===== src/rtl/seven_seg_scan_if.sv =====
// Display-side bundle for seven_seg_scan: scan control and frame data in,
// segment/digit pins and the frame tick out.
interface seven_seg_scan_if #(
  parameter int NUM_DIGITS = 4
);
  logic                    en;
  logic                    load;
  logic [4*NUM_DIGITS-1:0] digits_in;
  logic [NUM_DIGITS-1:0]   dp_in;
  logic                    lz_blank;
  logic [7:0]              segment;
  logic [NUM_DIGITS-1:0]   digit_sel;
  logic                    frame_tick;

  modport master (
    output en, load, digits_in, dp_in, lz_blank,
    input  segment, digit_sel, frame_tick
  );

  modport slave (
    input  en, load, digits_in, dp_in, lz_blank,
    output segment, digit_sel, frame_tick
  );
endinterface


===== src/rtl/seven_seg_scan.sv =====
// Time-multiplexed common-anode 7-segment driver with double-buffered frame
// data, per-digit decimal points and leading-zero blanking.
module seven_seg_scan #(
  parameter int NUM_DIGITS  = 4,
  parameter int PRESCALE    = 50000,
  parameter int HEX_EN      = 0,
  parameter int SEL_ACT_LOW = 1
) (
  input  logic             clk,
  input  logic             rst_n,
  seven_seg_scan_if.slave  bus
);

  localparam int CW = $clog2(PRESCALE);
  localparam int IW = (NUM_DIGITS > 1) ? $clog2(NUM_DIGITS) : 1;
  localparam logic [CW-1:0] CNT_MAX = CW'(PRESCALE - 1);
  localparam logic [IW-1:0] IDX_MAX = IW'(NUM_DIGITS - 1);
  localparam logic [NUM_DIGITS-1:0] SEL_OFF = {NUM_DIGITS{SEL_ACT_LOW != 0}};

  logic [CW-1:0]           r_cnt;
  logic [IW-1:0]           r_idx;
  logic [4*NUM_DIGITS-1:0] r_pend_codes;
  logic [NUM_DIGITS-1:0]   r_pend_dp;
  logic                    r_pend_valid;
  logic [4*NUM_DIGITS-1:0] r_disp_codes;
  logic [NUM_DIGITS-1:0]   r_disp_dp;
  logic [7:0]              r_segment;
  logic [NUM_DIGITS-1:0]   r_digit_sel;
  logic                    r_frame_tick;

  logic                    w_cnt_wrap;
  logic                    w_frame_wrap;
  logic [3:0]              w_cur_code;
  logic                    w_cur_dp;
  logic                    w_cur_lead;
  logic [NUM_DIGITS-1:0]   w_sel_onehot;
  logic [NUM_DIGITS-1:0]   w_lead;
  logic                    w_run;
  logic                    w_lz_dark;
  logic [7:0]              w_decoded;

  function automatic logic [7:0] f_decode(input logic [3:0] code);
    logic [7:0] seg;
    seg = 8'hFF;
    case (code)
      4'h0: seg = 8'hC0;
      4'h1: seg = 8'hF9;
      4'h2: seg = 8'hA4;
      4'h3: seg = 8'hB0;
      4'h4: seg = 8'h99;
      4'h5: seg = 8'h92;
      4'h6: seg = 8'h82;
      4'h7: seg = 8'hF8;
      4'h8: seg = 8'h80;
      4'h9: seg = 8'h90;
      default: begin
        if (HEX_EN != 0) begin
          case (code)
            4'hA:    seg = 8'h88;
            4'hB:    seg = 8'h83;
            4'hC:    seg = 8'hC6;
            4'hD:    seg = 8'hA1;
            4'hE:    seg = 8'h86;
            default: seg = 8'h8E;
          endcase
        end
      end
    endcase
    return seg;
  endfunction

  assign w_cnt_wrap   = (r_cnt == CNT_MAX);
  assign w_frame_wrap = w_cnt_wrap && (r_idx == IDX_MAX);

  // w_lead[i]: digits i..top are all zero with no dp lit, walked from the top
  // so a dp-lit zero stops suppression for everything below it.
  always_comb begin
    w_lead = '0;
    w_run  = 1'b1;
    for (int unsigned j = 0; j < NUM_DIGITS; j++) begin
      w_run = w_run && (r_disp_codes[4*(NUM_DIGITS-1-j) +: 4] == 4'd0)
                    && !r_disp_dp[NUM_DIGITS-1-j];
      w_lead[NUM_DIGITS-1-j] = w_run;
    end
  end

  always_comb begin
    w_cur_code   = '0;
    w_cur_dp     = 1'b0;
    w_cur_lead   = 1'b0;
    w_sel_onehot = '0;
    for (int unsigned i = 0; i < NUM_DIGITS; i++) begin
      if (r_idx == IW'(i)) begin
        w_cur_code      = r_disp_codes[4*i +: 4];
        w_cur_dp        = r_disp_dp[i];
        w_cur_lead      = w_lead[i];
        w_sel_onehot[i] = 1'b1;
      end
    end
  end

  assign w_lz_dark = bus.lz_blank && w_cur_lead && (r_idx != '0);
  assign w_decoded = f_decode(w_cur_code);

  always_ff @(posedge clk) begin
    if (!rst_n) begin
      r_cnt        <= '0;
      r_idx        <= '0;
      r_pend_codes <= '0;
      r_pend_dp    <= '0;
      r_pend_valid <= 1'b0;
      r_disp_codes <= '0;
      r_disp_dp    <= '0;
      r_segment    <= '1;
      r_digit_sel  <= SEL_OFF;
      r_frame_tick <= 1'b0;
    end else begin
      r_frame_tick <= 1'b0;

      if (bus.load) begin
        r_pend_codes <= bus.digits_in;
        r_pend_dp    <= bus.dp_in;
        r_pend_valid <= 1'b1;
      end

      if (!bus.en) begin
        r_cnt       <= '0;
        r_idx       <= '0;
        r_segment   <= '1;
        r_digit_sel <= SEL_OFF;
      end else begin
        if (r_cnt == '0) begin
          r_segment   <= '1;
          r_digit_sel <= SEL_OFF;
        end else begin
          r_digit_sel <= (SEL_ACT_LOW != 0) ? ~w_sel_onehot : w_sel_onehot;
          r_segment   <= w_lz_dark ? 8'hFF : {~w_cur_dp, w_decoded[6:0]};
        end

        if (w_frame_wrap) begin
          r_cnt        <= '0;
          r_idx        <= '0;
          r_frame_tick <= 1'b1;
          // A load on the commit edge bypasses pending so its data is shown.
          if (bus.load) begin
            r_disp_codes <= bus.digits_in;
            r_disp_dp    <= bus.dp_in;
          end else if (r_pend_valid) begin
            r_disp_codes <= r_pend_codes;
            r_disp_dp    <= r_pend_dp;
          end
          r_pend_valid <= 1'b0;
        end else if (w_cnt_wrap) begin
          r_cnt <= '0;
          r_idx <= r_idx + 1'b1;
        end else begin
          r_cnt <= r_cnt + 1'b1;
        end
      end
    end
  end

  assign bus.segment    = r_segment;
  assign bus.digit_sel  = r_digit_sel;
  assign bus.frame_tick = r_frame_tick;

endmodule

===== src/flat_wrapper.sv =====
// flat-port wrapper written by rule: the top's interface ports become plain ports
module seven_seg_scan_flat 
#(
  parameter int NUM_DIGITS  = 4,
  parameter int PRESCALE    = 50000,
  parameter int HEX_EN      = 0,
  parameter int SEL_ACT_LOW = 1
)
  (clk, rst_n, bus_en, bus_load, bus_digits_in, bus_dp_in, bus_lz_blank, bus_segment, bus_digit_sel, bus_frame_tick);
  seven_seg_scan_if #(.NUM_DIGITS(NUM_DIGITS)) bus_i ();
  input  logic clk;
  input  logic rst_n;
  input wire logic [$bits(bus_i.en)-1:0] bus_en;
  input wire logic [$bits(bus_i.load)-1:0] bus_load;
  input wire logic [$bits(bus_i.digits_in)-1:0] bus_digits_in;
  input wire logic [$bits(bus_i.dp_in)-1:0] bus_dp_in;
  input wire logic [$bits(bus_i.lz_blank)-1:0] bus_lz_blank;
  output wire logic [$bits(bus_i.segment)-1:0] bus_segment;
  output wire logic [$bits(bus_i.digit_sel)-1:0] bus_digit_sel;
  output wire logic [$bits(bus_i.frame_tick)-1:0] bus_frame_tick;
  assign bus_i.en = bus_en;
  assign bus_i.load = bus_load;
  assign bus_i.digits_in = bus_digits_in;
  assign bus_i.dp_in = bus_dp_in;
  assign bus_i.lz_blank = bus_lz_blank;
  assign bus_segment = bus_i.segment;
  assign bus_digit_sel = bus_i.digit_sel;
  assign bus_frame_tick = bus_i.frame_tick;
  seven_seg_scan #(.NUM_DIGITS(NUM_DIGITS), .PRESCALE(PRESCALE), .HEX_EN(HEX_EN), .SEL_ACT_LOW(SEL_ACT_LOW)) u_core (.clk(clk), .rst_n(rst_n), .bus(bus_i));
endmodule

===== config.mk =====
export PLATFORM = sky130hd
export DESIGN_NAME = seven_seg_scan_flat
export DESIGN_NICKNAME = d
export VERILOG_FILES = /design/src/rtl/seven_seg_scan_if.sv /design/src/rtl/seven_seg_scan.sv /design/src/flat_wrapper.sv
export SDC_FILE = /design/constraint.sdc
export NUM_CORES = 1
export LEC_CHECK = 0
export BUFFER_PORTS_ARGS = -buffer_cell sky130_fd_sc_hd__buf_2
export CAP_MARGIN = 40
export CELL_PAD_IN_SITES_DETAIL_PLACEMENT = 1
export CELL_PAD_IN_SITES_GLOBAL_PLACEMENT = 1
export CORE_UTILIZATION = 45
export CTS_BUF_LIST = sky130_fd_sc_hd__clkbuf_4 sky130_fd_sc_hd__clkbuf_8
export CTS_CLUSTER_DIAMETER = 40
export DETAILED_ROUTE_END_ITERATION = 7
export HOLD_SLACK_MARGIN = 0.03
export PLACE_DENSITY = 0.81
export SYNTH_ARGS = -nofsm -noshare
export SYNTH_HDL_FRONTEND = slang
export SYNTH_SLANG_ARGS = --single-unit

===== constraint.sdc =====
create_clock -name clk -period 3.9 [get_ports clk]
set_clock_uncertainty 0.2 [all_clocks]
set_input_delay 0.585 -clock clk [delete_from_list [all_inputs] [get_ports clk]]
set_output_delay 0.585 -clock clk [all_outputs]
set_load 0.005 [all_outputs]

### Word-level counts from Yosys, hierarchy flattened

Index checks and enable logic that the tools add are counted.

| operators by class | value |
|---|---|
| reduce and logical (&&, ||, !) cells | 29 |
| mux-type cells | 25 |
| $add $sub $neg | 2 |
| bitwise gates (word level) | 4 |
| equality and inequality tests | 13 |

Operators with widths:

| kind | count |
|---|---|
| case mux 7 bit (10 select lines) | 1 |
| 2-to-1 mux 16 bit | 2 |
| 2-to-1 mux 4 bit | 6 |
| logical NOT 4 bit | 5 |
| adder 16 x 1 -> 16 bit (second input constant) | 1 |
| == test 16 bit (second input constant) | 1 |
| == test 4 x 3 -> 1 bit (second input constant) | 4 |
| logical NOT 16 bit | 1 |
| 2-to-1 mux 1 bit | 16 |
| logical AND 1 bit | 10 |
| == test 4 x 2 -> 1 bit (second input constant) | 2 |
| == test 4 bit (second input constant) | 2 |
| OR reduction 4 bit | 2 |
| OR reduction 3 bit | 2 |
| == test 2 bit (second input constant) | 2 |
| == test 4 x 1 -> 1 bit (second input constant) | 1 |
| logical NOT 1 bit | 4 |
| NOT 4 bit | 1 |
| nonzero test 2 bit | 2 |
| NOT 1 bit | 3 |
| AND reduction 3 bit | 1 |
| adder 2 x 1 -> 2 bit (second input constant) | 1 |
| == test 2 x 1 -> 1 bit (second input constant) | 1 |
| logical NOT 2 bit | 1 |
| AND reduction 2 bit | 1 |

| word-level totals | value |
|---|---|
| flip-flop bits (word level) | 72 |
| bits of input ports | 25 |

### Depth between registers and ports, before layout

| logic depth | value |
|---|---|
| word-level depth | 15 |
| mapped depth | 9 |
| depth with buffers taken out | 7 |

### Least setup slack after synthesis

Ideal clock, no wire load.

| timing path | value |
|---|---|
| path type | register to register |
| start point | register u_core.r_idx[1] |
| end point | register u_core.r_segment[6] (netlist: u_core.bus.segment[6]) |
| slack | 1.607 ns |
| library setup time | 0.147 ns |
| clock period less this slack | 2.293 ns |
| cell stages (with the launch flop) | 9 |
| arrival time | 1.946 ns |
| path through | dfxtp_1 > inv_1 > ha_1 > clkbuf_1 > nand3b_1 > a211oi_1 > nor2_1 > xnor2_1 > o211ai_1 |

| on the way | value |
|---|---|
| longest elaborated chain between the ends | 8 |
| elaborated cells between the ends (all ways) | 27 |
| those cells by class | eq/ne: 12; mux: 9; reduce/logical: 6 |

RTL lines:

| what | line | RTL |
|---|---|---|
| start: declaration | seven_seg_scan.sv:21 | `logic [IW-1:0] r_idx;` |
| start signal: assignment | seven_seg_scan.sv:155 | `r_idx <= r_idx + 1'b1;` |
| parallel branches: the longest is 8 deep, another holds case mux 7 bit (10 select lines) | - |  |
| end signal: assignment | seven_seg_scan.sv:137 | `r_segment <= w_lz_dark ? 8'hFF : {~w_cur_dp, w_decoded[6:0]};` |
| end: declaration | seven_seg_scan.sv:27 | `logic [7:0] r_segment;` |

Parallel ways; which one is timed is not known.
A chain may end at the register's enable or synchronous reset.

### Worst setup path in the final report

| timing path | value |
|---|---|
| start point | register u_core.r_idx[0] |
| end point | register u_core.r_segment[6] (netlist: u_core.bus.segment[6]) |

The elaborated chain is that of the path after synthesis.

==> run_results.csv <==
group,metric,value,unit
outcome,status,"finished, final reports clean",
worst_setup_path,reg2reg_setup_slack,1.25,ns
timing,final_max_slew_viol_count,0,
synthesis,ys_top_cells_by_area,"dfxtp_1 (46%), nor2b_1 (7.4%), mux2i_1 (6.4%), a31o_1 (5.6%), nand2_1 (2.9%)",
synthesis,synthArstFlopShare,0,%
worst_setup_path,path_delay_family,"compound AO/OA/AOI/OAI gates",
cells_and_area,drive_above_1_share,15.4,%
detailed_routing,first_pass_iters,4,
synthesis,syn_area,0.00314,sq mm
synthesis,mappedNetlistNets,359,
detailed_routing,vias,2452,
synthesis,ys_top_cells_by_count,"dfxtp_1 (72), nor2b_1 (37), nand2_1 (24), nor2_1 (24)",
worst_setup_path,crit_top_cell,"a211oi_1",
global_routing,grt_pass1_wl,11.3,mm
power,vdd_drop_max,0.000223,V
worst_setup_path,cp-end-kind,"flop",
timing,rsz0062_at_grt,"false",
placement,io_buffers,37,
timing,tightest_slew,0.893,ns
power,netSwitchingFraction,21.7,%
cts,numCtsBuffers,9,
cts,h-tree-depth,3,
detailed_routing,via_per_inst,5.52,
cts,ctsRootBufferMaster,"clkbuf_8",
floorplanning,io_pins,38,
timing,slew_headroom,40.1,%
worst_setup_path,crit_arrival,2.64,ns
power,p_leak,1.34,nW
floorplanning,initial_core_util,46.5,%
floorplanning,die_h,85.6,microns
worst_setup_path,cp-start-kind,"flop",
synthesis,synth_cells,328,
cts,cts_resized,0,
synthesis,synth_top_area_share,45.9,%
cts,cts_sinks,72,
global_routing,grt-ovfl-total,0,
synthesis,synthFlopType,"dfxtp_1",
placement,gp_congestion,0.793,
detailed_routing,drt_iter0_markers,109,
run,drv_cap,0,
cts,clk_latency,0.35,ns
cells_and_area,area_growth,11.9,%
power,internal-power,1.05,mW
synthesis,yosysMostFrequentCell,"dfxtp_1",
detailed_routing,drc,0,
worst_setup_path,ff2ff_path_depth,6,
worst_setup_path,crit_buf_inv,0,
cts,path_clk_slew,0.06,ns
worst_setup_path,crit_slowest_cell,"a211oi_1",
timing,fmax,0.377,GHz
floorplanning,core,0.00676,sq mm
cts,cts-hold-fix-buffers,0,
timing,timing.hold.ws,0.275,ns
synthesis,ys_seq_elements,72,
hold_path,hp-start,"u_core.r_cnt[0]$_SDFF_PP0_",
synthesis,synth_cell_types,43,
synthesis,yosysSeqAreaShare,45.9,%
cells_and_area,nets,392,
placement,place_hpwl,4.75,mm
cts,cts_tree,"yes",
synthesis,synth_edf_count,0,
power,clock_power_share,38.5,%
worst_setup_path,critPathKind,"reg2reg",
power,power.density,380,mW/mm^2
timing,fin_crit_sh,68.0,%
global_routing,antenna_found_initial,0,
floorplanning,die_x,85.6,microns
global_routing,grt_pass1_vias,2417,
timing,setup_viol,0,
hold_path,min_to,"u_core.r_cnt[0]$_SDFF_PP0_",
detailed_routing,antenna_left,0,
timing,fin_setup_tns,0,ns
worst_setup_path,worstPathCellList,"ha_1 > a211oi_1 > a211oi_1 > nor2_1 > xnor2_1 > o211ai_1",
worst_setup_path,reg2reg_to,"u_core.bus.segment[6]$_SDFF_PP1_",
power,power.switching,0.289,mW
synthesis,syn_avg_cell_area,9.58,sq um
worst_setup_path,crit_required,3.89,ns
hold_path,whs_path_depth,1,
detailed_routing,wl_per_cell,14.9,microns
worst_setup_path,cp_max_fo,15,
global_routing,grt_max_degree,44,
timing,hold_viol,0,
hold_path,hold_class,"reg2reg",
floorplanning,die_area,0.00732,sq mm
detailed_routing,wirelength,6.63,mm
power,p_seq_share,56.7,%
cts,cts_max_path_buffers,2,
synthesis,synth_top_cell_by_area,"dfxtp_1",
worst_setup_path,r2r_start,"u_core.r_idx[0]$_SDFFE_PP0N_",
synthesis,synth-warning-count,0,
cts,post_cts_buffers,0,
power,combPwrFrac,4.8,%
floorplanning,std_cell_rows,30,
timing,layout_min_cycle_time,2.65,ns
worst_setup_path,slowest_delay,0.78,ns
global_routing,track_usage,19.7,%
power,power.total,1.33,mW
cells_and_area,antenna_cells,0,
layout by cell type (no fill, tap or decap), types with 2 or more instances in the layout:
cell type,count
and4_1,4
nor4_1,3
inv_1,8
nor3b_1,4
ha_1,6
a31o_1,20
buf_2,37
a211o_1,2
nand3_1,11
o2111ai_1,2
nor2b_1,37
clkbuf_8,10
and2b_1,5
dfxtp_1,72
a21o_1,2
o21ai_0,6
xnor2_1,6
or3_1,3
a211oi_1,4
mux2i_1,20
a21oi_1,12
nand2_1,24
nand4_1,3
a2bb2oi_1,2
o211ai_1,4
nor2_1,24
nand3b_1,4
clkbuf_4,3
nor3_1,3
xor2_1,7
and2_1,3
through the flow:
| stage | instance area (sq um) | instances | setup slack, ns | utilization (%) |
|---|---|---|---|---|
| 2_1_floorplan | 3140 | 328 | 1.61 | - |
| 3_3_place_gp | 3350 | 430 | 1.43 | 49.6 |
| 3_5_place_dp | 3350 | 430 | 1.27 | 49.6 |
| 4_1_cts | 3520 | 444 | 1.27 | 52.0 |
| 5_1_grt | 3520 | 444 | 1.01 | 52.0 |
| 6_report | 3520 | 444 | 1.25 | 52.0 |
flip-flops by register name, indices dropped and copies added (netlist names):
register               count
u_core.r_pend_valid        1
u_core.bus.digit_sel       4
u_core.r_disp_codes       16
u_core.r_cnt              16
u_core.r_pend_dp           4
u_core.bus.frame_tick      1
u_core.r_idx               2
u_core.bus.segment         8
u_core.r_pend_codes       16
u_core.r_disp_dp           4
worst max-delay path by stage:
stage,depth (start not counted),start,slack [ns],to
after CTS,6,u_core.r_idx[0]$_SDFFE_PP0N_,1.27,u_core.bus.segment[6]$_SDFF_PP1_
after detailed placement,6,u_core.r_idx[0]$_SDFFE_PP0N_,1.27,u_core.bus.segment[6]$_SDFF_PP1_
final,6,u_core.r_idx[0]$_SDFFE_PP0N_,1.25,u_core.bus.segment[6]$_SDFF_PP1_
after floorplan,8,u_core.r_idx[1]$_SDFFE_PP0N_,1.61,u_core.bus.segment[6]$_SDFF_PP1_
after global placement,7,u_core.r_idx[0]$_SDFFE_PP0N_,1.43,u_core.bus.segment[6]$_SDFF_PP1_
after global routing,6,u_core.r_idx[0]$_SDFFE_PP0N_,1.01,u_core.bus.segment[6]$_SDFF_PP1_
power groups by stage:
stage	Clock, mW	Sequential (mW)	Combinational [mW]
global placement	0	0.772	0.0635
finish	0.514	0.756	0.0645
detailed placement	0	0.773	0.0654
floorplan	0	0.772	0.0411
CTS	0.527	0.756	0.0657
global route	0.556	0.757	0.0723
worst register-to-register path, delay by kind of cell (launching register included):
family | cells | cell delay, ns
AOI/OAI and AO/OA | 3 | 0.97
adders and majority gates | 1 | 0.49
DFF | 1 | 0.39
and+or+nand+nor | 1 | 0.24
xor gates and xnor gates | 1 | 0.20
cell families (layout without fill, tap and decap cells):
group,after synthesis,after routing,synth area share (%)
DFF,72,72,45.9
muxes,20,20,6.37
xor gates and xnor gates,13,13,3.62
and+or+nand+nor,134,134,24.2
buffers and inverters,24,60,3.62
adders and majority gates,6,6,2.39
AOI/OAI and AO/OA,59,59,13.9
cell type report:
class | count | area, sq um
Sequential cell | 72 | 1440
Clock inverter | 1 | 5.00
Inverter | 8 | 30.0
Tap cell | 80 | 100
Fill cell | 821 | 3240
Multi-Input combinational cell | 232 | 1590
Timing Repair Buffer | 38 | 193
Clock buffer | 13 | 160
metal layers:
metal  track usage [%]  wire length [microns]  vias up
li1                  -                      -     1223
met1              24.4                   3160     1172
met2              32.4                   3070       42
met3              4.43                    225       15
met4              10.0                    173        0
met5                 0                      0        -
(Power assumes the default switching activity.)
